===== config.mk =====
export PLATFORM = sky130hd
export DESIGN_NAME = dmem_access_ctrl
export DESIGN_NICKNAME = d
export VERILOG_FILES = /design/src/rtl/dmem_access_ctrl.sv
export SDC_FILE = /design/constraint.sdc
export NUM_CORES = 1
export LEC_CHECK = 0
export BUFFER_PORTS_ARGS = -buffer_cell sky130_fd_sc_hd__buf_2
export CAP_MARGIN = 20
export CORE_MARGIN = 10
export CORE_UTILIZATION = 41
export DETAILED_ROUTE_END_ITERATION = 7
export PLACE_DENSITY = 0.72
export SYNTH_ARGS = -nofsm -noshare
export SYNTH_HDL_FRONTEND = slang
export SYNTH_SLANG_ARGS = --single-unit

===== constraint.sdc =====
create_clock -name clk -period 2.07 [get_ports clk]
set_input_delay 0.1035 -clock clk [delete_from_list [all_inputs] [get_ports clk]]
set_output_delay 0.1035 -clock clk [all_outputs]
set_load 0.1 [all_outputs]

===== src/rtl/dmem_access_ctrl.sv =====
// RV32I data-memory access controller: decodes byte/half/word loads and stores onto a
// word-wide memory with a registered read port; sub-word stores use read-modify-write.
module dmem_access_ctrl #(
    parameter int DMEM_ADDR_WIDTH = 10,
    parameter int REG_WIDTH       = 32
) (
    input  logic                       clk,
    input  logic                       reset_n,
    input  logic                       req_valid,
    output logic                       req_ready,
    input  logic                       req_we,
    input  logic [2:0]                 req_funct3,
    input  logic [DMEM_ADDR_WIDTH-1:0] req_addr,
    input  logic [REG_WIDTH-1:0]       req_wdata,
    output logic                       rsp_valid,
    output logic [REG_WIDTH-1:0]       rsp_rdata,
    output logic                       rsp_err,
    output logic                       mem_wr_en,
    output logic [DMEM_ADDR_WIDTH-1:0] mem_addr,
    output logic [REG_WIDTH-1:0]       mem_wr_data,
    input  logic [REG_WIDTH-1:0]       mem_rd_data
);

    localparam int NUM_LANES = REG_WIDTH / 8;

    localparam logic [2:0] F3_B  = 3'b000;
    localparam logic [2:0] F3_H  = 3'b001;
    localparam logic [2:0] F3_W  = 3'b010;
    localparam logic [2:0] F3_BU = 3'b100;
    localparam logic [2:0] F3_HU = 3'b101;

    typedef enum logic [2:0] {
        IDLE,
        ACCESS,
        CAPTURE,
        WRITE,
        RESP
    } state_t;

    state_t                     state_reg;
    logic                       we_reg;
    logic [2:0]                 funct3_reg;
    logic [DMEM_ADDR_WIDTH-1:0] addr_reg;
    logic [15:0]                wdata_reg;

    logic                       req_ready_reg;
    logic                       rsp_valid_reg;
    logic                       rsp_err_reg;
    logic [REG_WIDTH-1:0]       rsp_rdata_reg;
    logic                       mem_wr_en_reg;
    logic [DMEM_ADDR_WIDTH-1:0] mem_addr_reg;
    logic [REG_WIDTH-1:0]       mem_wr_data_reg;

    logic                       handshake;
    logic                       req_illegal;
    logic                       req_is_sw;
    logic [DMEM_ADDR_WIDTH-1:0] req_word_addr;
    logic [DMEM_ADDR_WIDTH-1:0] cur_word_addr;
    logic [7:0]                 rd_lane [NUM_LANES];
    logic [REG_WIDTH-1:0]       merged_word;
    logic [7:0]                 load_byte;
    logic [15:0]                load_half;
    logic [REG_WIDTH-1:0]       load_data;

    assign handshake     = req_valid & req_ready_reg;
    assign req_is_sw     = req_we & (req_funct3 == F3_W);
    assign req_word_addr = {req_addr[DMEM_ADDR_WIDTH-1:2], 2'b00};
    assign cur_word_addr = {addr_reg[DMEM_ADDR_WIDTH-1:2], 2'b00};

    // Illegal size codes, unsigned stores, and misaligned half/word accesses are all rejected.
    always_comb begin
        req_illegal = 1'b0;
        case (req_funct3)
            F3_B:  req_illegal = 1'b0;
            F3_H:  req_illegal = req_addr[0];
            F3_W:  req_illegal = (req_addr[1:0] != 2'b00);
            F3_BU: req_illegal = req_we;
            F3_HU: req_illegal = req_we | req_addr[0];
            default: req_illegal = 1'b1;
        endcase
    end

    // Per-lane merge: lane takes store data when selected by size and offset, else the read word.
    genvar gi;
    generate
        for (gi = 0; gi < NUM_LANES; gi++) begin : g_lane
            localparam logic [1:0] LANE = 2'(gi);
            logic       lane_en;
            logic [7:0] st_byte;

            assign rd_lane[gi] = mem_rd_data[8*gi +: 8];
            assign lane_en     = (funct3_reg[1:0] == 2'b00) ? (addr_reg[1:0] == LANE)
                                                            : (addr_reg[1] == LANE[1]);
            assign st_byte     = (funct3_reg[1:0] == 2'b00 || !LANE[0]) ? wdata_reg[7:0]
                                                                        : wdata_reg[15:8];
            assign merged_word[8*gi +: 8] = lane_en ? st_byte : rd_lane[gi];
        end
    endgenerate

    assign load_byte = rd_lane[addr_reg[1:0]];
    assign load_half = addr_reg[1] ? mem_rd_data[31:16] : mem_rd_data[15:0];

    always_comb begin
        load_data = mem_rd_data;
        case (funct3_reg)
            F3_B:    load_data = {{24{load_byte[7]}}, load_byte};
            F3_H:    load_data = {{16{load_half[15]}}, load_half};
            F3_BU:   load_data = {24'd0, load_byte};
            F3_HU:   load_data = {16'd0, load_half};
            default: load_data = mem_rd_data;
        endcase
    end

    // Every output is registered: each branch loads the values for the state being entered.
    always_ff @(posedge clk or negedge reset_n) begin
        if (!reset_n) begin
            state_reg       <= IDLE;
            we_reg          <= 1'b0;
            funct3_reg      <= 3'd0;
            addr_reg        <= '0;
            wdata_reg       <= 16'd0;
            req_ready_reg   <= 1'b0;
            rsp_valid_reg   <= 1'b0;
            rsp_err_reg     <= 1'b0;
            rsp_rdata_reg   <= '0;
            mem_wr_en_reg   <= 1'b0;
            mem_addr_reg    <= '0;
            mem_wr_data_reg <= '0;
        end else begin
            case (state_reg)
                IDLE: begin
                    if (handshake) begin
                        we_reg        <= req_we;
                        funct3_reg    <= req_funct3;
                        addr_reg      <= req_addr;
                        wdata_reg     <= req_wdata[15:0];
                        req_ready_reg <= 1'b0;
                        if (req_illegal) begin
                            state_reg     <= RESP;
                            rsp_valid_reg <= 1'b1;
                            rsp_err_reg   <= 1'b1;
                            rsp_rdata_reg <= '0;
                        end else begin
                            state_reg    <= ACCESS;
                            mem_addr_reg <= req_word_addr;
                            if (req_is_sw) begin
                                mem_wr_en_reg   <= 1'b1;
                                mem_wr_data_reg <= req_wdata;
                            end
                        end
                    end else begin
                        req_ready_reg <= 1'b1;
                    end
                end
                ACCESS: begin
                    mem_wr_en_reg   <= 1'b0;
                    mem_wr_data_reg <= '0;
                    mem_addr_reg    <= '0;
                    if (we_reg && funct3_reg == F3_W) begin
                        state_reg     <= RESP;
                        rsp_valid_reg <= 1'b1;
                        rsp_err_reg   <= 1'b0;
                        rsp_rdata_reg <= '0;
                    end else begin
                        state_reg <= CAPTURE;
                    end
                end
                CAPTURE: begin
                    if (we_reg) begin
                        state_reg       <= WRITE;
                        mem_addr_reg    <= cur_word_addr;
                        mem_wr_en_reg   <= 1'b1;
                        mem_wr_data_reg <= merged_word;
                    end else begin
                        state_reg     <= RESP;
                        rsp_valid_reg <= 1'b1;
                        rsp_err_reg   <= 1'b0;
                        rsp_rdata_reg <= load_data;
                    end
                end
                WRITE: begin
                    state_reg       <= RESP;
                    mem_wr_en_reg   <= 1'b0;
                    mem_wr_data_reg <= '0;
                    mem_addr_reg    <= '0;
                    rsp_valid_reg   <= 1'b1;
                    rsp_err_reg     <= 1'b0;
                    rsp_rdata_reg   <= '0;
                end
                RESP: begin
                    state_reg     <= IDLE;
                    rsp_valid_reg <= 1'b0;
                    req_ready_reg <= 1'b1;
                end
                default: begin
                    state_reg       <= IDLE;
                    req_ready_reg   <= 1'b0;
                    rsp_valid_reg   <= 1'b0;
                    mem_wr_en_reg   <= 1'b0;
                    mem_addr_reg    <= '0;
                    mem_wr_data_reg <= '0;
                end
            endcase
        end
    end

    assign req_ready   = req_ready_reg;
    assign rsp_valid   = rsp_valid_reg;
    assign rsp_err     = rsp_err_reg;
    assign rsp_rdata   = rsp_rdata_reg;
    assign mem_wr_en   = mem_wr_en_reg;
    assign mem_addr    = mem_addr_reg;
    assign mem_wr_data = mem_wr_data_reg;

endmodule


==> key figures, run 1 <==
Critical path
  • Crit path launch type: register
  • Crit path largest cell delay: 540 ps
  • Worst path cell trace: nand2b_2 -> a2111oi_1 -> a2111oi_0 -> mux2_1
  • Crit path launch: funct3_reg[0]
  • CP Buf/Inv Count: 0
  • CP Capture Type: register
  • CP Max Fanout: 13
  • WP depth: 4
  • Crit path max-delay family: compound AO/OA/AOI/OAI gates
  • Critical path required time: 2320 ps
  • Crit Reg-Reg Startpoint: funct3_reg[0]
  • R2r endpoint: rsp_rdata[2]
  • Critical path arrival: 2250 ps
  • Worst setup path category: reg -> reg
  • Reg-to-reg setup timing slack: 60 ps
  • R2R depth: 4
  • Slowest-stage cell, CP: dfrtp_1
  • Crit path capture: rsp_rdata[2]

Timing
  • Slew headroom: 59.7%
  • RSZ-0062 raised after global routing: no
  • Clk_skew: 10.2 ps
  • Worst Tran Pin Value: 590 ps
  • Slew Viols, Final: 0
  • Setup violators final: 0
  • Final min period: 2010 ps
  • Period utilization: 96.9%
  • Max Freq: 499 MHz
  • Final Hold Viols: 0

Route
  • DRT antenna net count: 0
  • DRC: 0
  • DRT Wirelength: 19.3 mm
  • Via count: 5363
  • Initial DRT Pass Iterations: 5
  • Avg WL per Cell: 21.3 um
  • Via density: 5.92
  • DR iter-0 viols: 375

Clocking
  • Clock tree buffer depth: 2
  • H-tree depth: 3
  • CTS Sinks: 109
  • Clock Tree Root: clkbuf_16
  • Clock-pin slew on the worst setup and hold paths: 70 ps
  • CTS tree: done
  • Latest clock arrival within the worst-skew pair: 360 ps
  • Clock buffer count from CTS: 9

Yosys
  • Synth top area share: 46.2%
  • Synth cell types: 58
  • Register area share after synthesis: 46.2%
  • Count leader, synth: dfrtp_1
  • Synth Cell Area: 0.00591 mm2
  • Syn_area_per_cell: 10.6 um2
  • Yosys reg bits: 109
  • Synthesized instance count: 557
  • Mux contribution to synthesized area: 10.8%
  • Synth cell count leaders: dfrtp_1 (109), mux2_2 (48), nand2_1 (37)
  • Post-synth top area cell: dfrtp_1
  • Synth Area in Compound Gates: 24.0%
  • Synthesis warning total: 0
  • Simple-gate share of the synthesized area: 13.7%
  • XOR/XNOR Fraction of Synth Area: 0%
  • Top cells by area, synth: dfrtp_1 (46%), mux2_2 (9.2%), o22a_1 (2.8%), nand3_1 (2.7%), nor2b_1 (2.6%)
  • Synth Flop Type: dfrtp_1
  • Adder-Cell Fraction of Synth Area: 0%
  • Main combinational cell family by area after synthesis: compound AO/OA/AOI/OAI gates
  • Post-synth EDFFs: 0
  • Post-synth ARST share: 100%

Final layout
  • Finished Core Util: 53.4%
  • Register Area: 0.00273 mm2
  • Fillers: 1251
  • Multi-input gate area: 0.00294 mm2
  • Final nets: 798
  • Syn-to-layout area delta: 26.5%
  • Design Area, Final: 0.00747 mm2
  • Share of layout cells above drive strength 1: 39.5%

Worst hold path
  • Hold crit path type: in -> reg
  • Launch point of the worst hold path: req_wdata[12]

Placed design
  • PortBufs: 156
  • DP Area: 0.00691 mm2
  • Routability cong.: 0.931
  • Post-DP HPWL: 14.7 mm

Global route
  • Antenna violations before repair: 4
  • Vias in the first global route: 5472
  • Global-route wire length before repair: 30.1 mm
  • Gr usage total: 19.0%
  • Global route overflow: 0
  • Pin count of the biggest net entering global routing: 51

Die
  • Die H: 140 um
  • Initial Util: 42.2%
  • Die W: 140 um
  • # IOs: 159
  • FP Rows: 43
  • Die area: 0.0196 mm2
  • Core area: 0.0140 mm2

Flow run
  • Max Cap Viol: 0

Status
  • Status: completed
[metrics by stage]
stage               TNS [ps]  hold slack (ps)  worst slack [ps]  cells
finish                     0             4.13              64.0    906
detailed placement      -294              109              -122    865
CTS                    -2.14             2.82             -2.14    900
global placement       -14.7             94.6             -14.7    865
floorplan                  0             -192               106    558
global route               0             14.2             0.558    902
[logic make-up after synthesis]
kind of cell / after synthesis
AO/OA/AOI/OAI: 177
buffers and inverters: 66
flip-flops: 109
multiplexers: 56
other: 1
AND/OR/NAND/NOR: 148
[final cells by class]
cell class	instances	share of cell area (%)
multi-input cells	383	39.3
diodes	5	0.167
clock inverters	4	0.419
inverters	13	0.653
repair buffers	201	16.5
well taps	180	3.01
flip-flops and latches	109	36.6
clock buffers	11	3.38
[worst reg2reg max path: stages (launching register included)]
cell and delay (ps):
dfrtp_1 540, nand2b_2 360, a2111oi_1 530, a2111oi_0 150
mux2_1 320
[placed cells by master, fill, tap and decap left out, types with 9 or more instances in the layout]
cell	netlist	routed
buf_2	16	155
nand2_1	37	37
clkbuf_16	0	9
nand2b_1	18	17
inv_1	12	12
o22a_1	19	19
a31oi_1	13	13
a21oi_1	27	27
buf_4	6	21
o21ai_0	27	27
dlygate4sd3_1	0	20
nor2b_1	25	25
mux2_2	48	48
dfrtp_1	109	107
o2bb2ai_2	10	10
a22o_1	9	9
nand3_1	32	32
[layer usage]
metal  vias to the layer above  wire length (um)  share of wire (%)  track usage (%)
li1                       2426                 -                  -                -
met1                      2683              8030                 42             23.2
met2                       217              9010                 47             30.4
met3                        33              1840                9.6             7.47
met4                         4               395                2.0             5.49
met5                         -                21               0.11                0
[how the worst min path moves through the flow]
stage,to,cells after the start
2_1_floorplan,addr_reg[0],0
3_3_place_gp,mem_wr_data[13],1
3_5_place_dp,mem_wr_data[12],1
4_1_cts,wdata_reg[7],2
5_1_grt,wdata_reg[8],2
6_report,wdata_reg[12],2
[repair_timing]
action                                  CTS  global route
endpoints found under the setup margin    8            19
gates resized for setup                   4            12
endpoints found under the hold margin    54             1
setup buffers                             1             0
hold buffers                             19             1
pin swaps                                 1             0
Power of run 1 is not shown: default switching activity piles up to over one toggle a cycle in this logic, so the estimate is an artifact.
==> inputs of run 2 (changes only) <==
--- a/config.mk
+++ b/config.mk
@@ -5,12 +5,14 @@
 export SDC_FILE = /design/constraint.sdc
 export NUM_CORES = 1
 export LEC_CHECK = 0
+export ABC_AREA = 1
 export BUFFER_PORTS_ARGS = -buffer_cell sky130_fd_sc_hd__buf_2
 export CAP_MARGIN = 20
 export CORE_MARGIN = 10
 export CORE_UTILIZATION = 41
 export DETAILED_ROUTE_END_ITERATION = 7
 export PLACE_DENSITY = 0.72
+export REMOVE_ABC_BUFFERS = 1
 export SYNTH_ARGS = -nofsm -noshare
 export SYNTH_HDL_FRONTEND = slang
 export SYNTH_SLANG_ARGS = --single-unit
==> key figures, run 2 <==
Status
  • Status: completed

Timing
  • Final Hold Viols: 0 (unchanged)
  • RSZ-0062 raised after global routing: no
  • Max Freq: 521 MHz (+4.5%)
  • Slew Viols, Final: 0 (unchanged)
  • Setup TNS: 0 ps (unchanged)
  • Setup violators final: 0 (unchanged)
  • Worst Tran Pin Value: 754 ps (+164 ps)
  • Final min period: 1920 ps (-86.6 ps)
  • Slew headroom: 49.7% (-10 points)
  • Period utilization: 92.7% (-4.2 points)
  • Clk_skew: 11.4 ps (+1.12 ps)
  • Final WS setup: 151 ps (+86.6 ps)

Route
  • Via count: 6045 (+13%)
  • Initial DRT Pass Iterations: 4 (-1)
  • Via density: 5.08 (-14%)
  • DRC: 0 (unchanged)
  • DRT Wirelength: 19.7 mm (+1.8%)
  • DR iter-0 viols: 583 (+55%)
  • DRT antenna net count: 0 (unchanged)
  • Avg WL per Cell: 16.5 um (-22%)

Final layout
  • Fillers: 1458 (+17%)
  • Commonest non-fill, non-tap cell in the layout: nand2_1
  • Most frequent cells in the layout: nand2_1 (402), buf_2 (155), dfrtp_1 (109), o21ai_0 (105), inv_1 (44)
  • Syn-to-layout area delta: 23.9%
  • Register Area: 0.00273 mm2 (-0.18%)
  • Multi-input gate area: 0.00277 mm2 (-5.6%)
  • Share of layout cells above drive strength 1: 20.9% (-19 points)
  • Final nets: 1082 (+36%)

Die
  • Die area: 0.0197 mm2 (+0.54%)
  • Initial Util: 42.3% (+0.11 points)
  • Core area: 0.0140 mm2 (+0.38%)
  • Die W: 140 um (+0.27%)
  • # IOs: 159 (unchanged)
  • FP Rows: 43 (unchanged)
  • Die H: 140 um (+0.27%)

Global route
  • Antenna violations before repair: 3 (-1)
  • Global route overflow: 0 (unchanged)
  • Gr usage total: 19.2% (+0.18 points)
  • Global-route wire length before repair: 30.6 mm (+1.8%)
  • Vias in the first global route: 5762 (+5.3%)
  • Pin count of the biggest net entering global routing: 110 (+120%)

Clocking
  • Clock Tree Root: clkbuf_16
  • Clock buffer count from CTS: 9 (unchanged)
  • Post-CTS resize count: 0 (-4)
  • Clock-pin slew on the worst setup and hold paths: 70 ps (about the same)
  • Clock tree buffer depth: 2 (unchanged)
  • H-tree depth: 3 (unchanged)
  • CTS Sinks: 109 (unchanged)
  • Post-CTS setup buffer count: 0 (-1)
  • Latest clock arrival within the worst-skew pair: 360 ps (about the same)
  • CTS tree: done

Yosys
  • Yosys reg bits: 109 (unchanged)
  • Synth Flop Type: dfrtp_1
  • Synth top area share: 45.9% (-0.29 points)
  • Synth Cell Area: 0.00594 mm2 (+0.64%)
  • Synth cell types: 28 (-52%)
  • Top cells by area, synth: dfrtp_1 (46%), nand2_1 (25%), o21ai_0 (8.8%), nand3_1 (3.3%), a21oi_1 (2.9%)
  • Post-synth ARST share: 100% (unchanged)
  • Synthesis warning total: 0 (unchanged)
  • Post-synth top area cell: dfrtp_1
  • Post-synth EDFFs: 0 (unchanged)
  • Register area share after synthesis: 45.9% (-0.29 points)
  • Count leader, synth: nand2_1
  • Synthesized instance count: 843 (+51%)
  • Synth cell count leaders: nand2_1 (402), dfrtp_1 (109), o21ai_0 (105)
  • Syn_area_per_cell: 7.05 um2 (-34%)

Critical path
  • Most used cell along the critical path: nand2_2
  • Worst setup path category: reg -> reg
  • CP Buf/Inv Count: 2 (+2)
  • CP Max Fanout: 16 (+3)
  • Slowest-stage cell, CP: nor2_2
  • Crit path capture: mem_wr_data[14]
  • R2R depth: 10 (+6)
  • WP depth: 10 (+6)
  • Crit path launch: state_reg[2]
  • Worst path cell trace: nor2_2 -> nand2_2 -> inv_2 -> nand2_2 -> nand2_2 -> inv_4 -> nand2_2 -> nor2_2 -> nand2_1 -> nand2_1
  • Critical path arrival: 2220 ps (-30 ps)
  • Crit path launch type: register
  • Crit path max-delay family: simple AND/OR/NAND/NOR gates
  • R2r endpoint: mem_wr_data[14]
  • Crit Reg-Reg Startpoint: state_reg[2]
  • Critical path required time: 2370 ps (+50 ps)
  • CP Capture Type: register
  • Reg-to-reg setup timing slack: 150 ps (+90 ps)
  • Crit path largest cell delay: 610 ps (+70 ps)

Flow run
  • Max Cap Viol: 0 (unchanged)

Placed design
  • Post-DP HPWL: 14.1 mm (-4.3%)
  • Routability cong.: 0.858 (-7.8%)
  • PortBufs: 156 (unchanged)
  • Pre-CTS setup slack: 142 ps (+265 ps)

Worst hold path
  • Hold crit path type: in -> reg
[run 2: changes by cell type in the layout (fill, tap and decap cells not counted), sizes merged, moves of 18 or more]
cell	before	now
mux2	53	0
nand2	37	409
nor2b	25	0
o22a	19	0
inv	14	55
nand2b	18	0
o21ai	27	118
[run 2: how the worst min path moves through the flow]
stage | from | end | slack (ps) | cells after the start
after floorplan | reset_n | addr_reg[0] | -190 | 0
after global placement | reset_n | mem_wr_data[17] | 240 | 2
after detailed placement | reset_n | mem_wr_data[17] | 240 | 2
after CTS | req_we | we_reg | 0.6 | 3
after global routing | req_funct3[0] | funct3_reg[0] | 30 | 3
final | req_we | we_reg | 2 | 3
[run 2: cells by family after synthesis]
kind of cell,Yosys count,synth area share (%)
DFF,109,45.9
buffers and inverters,98,7.62
and+or+nand+nor,474,32.5
other,1,0.0631
AOI/OAI and AO/OA,161,13.9
[run 2: tightest hold or removal path: cells and delay by family]
family,cells,cell delay [ps]
buffers and inverters,1,100
AOI/OAI and AO/OA,1,70
and+or+nand+nor,1,50
[run 2: what timing repair did]
item,4_1_cts,5_1_grt
setup endpoints to repair,0,17
endpoints found under the hold margin,131,0
hold buffers,23,0
[run 2: area by class of cell]
| cell class | instances | share of cell area, % |
|---|---|---|
| multi-input combinational | 638 | 37.7 |
| clock inverter | 5 | 0.561 |
| sequential | 109 | 37.0 |
| tap | 180 | 3.06 |
| inverter | 53 | 2.74 |
| antenna | 3 | 0.102 |
| timing repair buffer | 190 | 15.4 |
| clock buffer | 11 | 3.43 |
[run 2: per-stage QoR]
step | util, % | std cells | hold slack [ps] | instance area (um2)
4_1_cts | 52.3 | 1185 | 0.631 | 7350
3_5_place_dp | 48.6 | 1146 | 240 | 6820
5_1_grt | 52.4 | 1188 | 27.1 | 7360
3_3_place_gp | 48.6 | 1146 | 235 | 6820
6_report | 52.4 | 1189 | 1.85 | 7360
2_1_floorplan | - | 799 | -192 | 5700
[run 2: layer usage]
metal | part of all wire [%] | routed length (um) | track usage (%)
met1 | 44 | 8630 | 25.5
met2 | 43 | 8520 | 28.4
met3 | 10 | 2010 | 5.61
met4 | 2.5 | 488 | 7.93
met5 | 0 | 0 | 0
Power of run 2 is left out for the same reason.
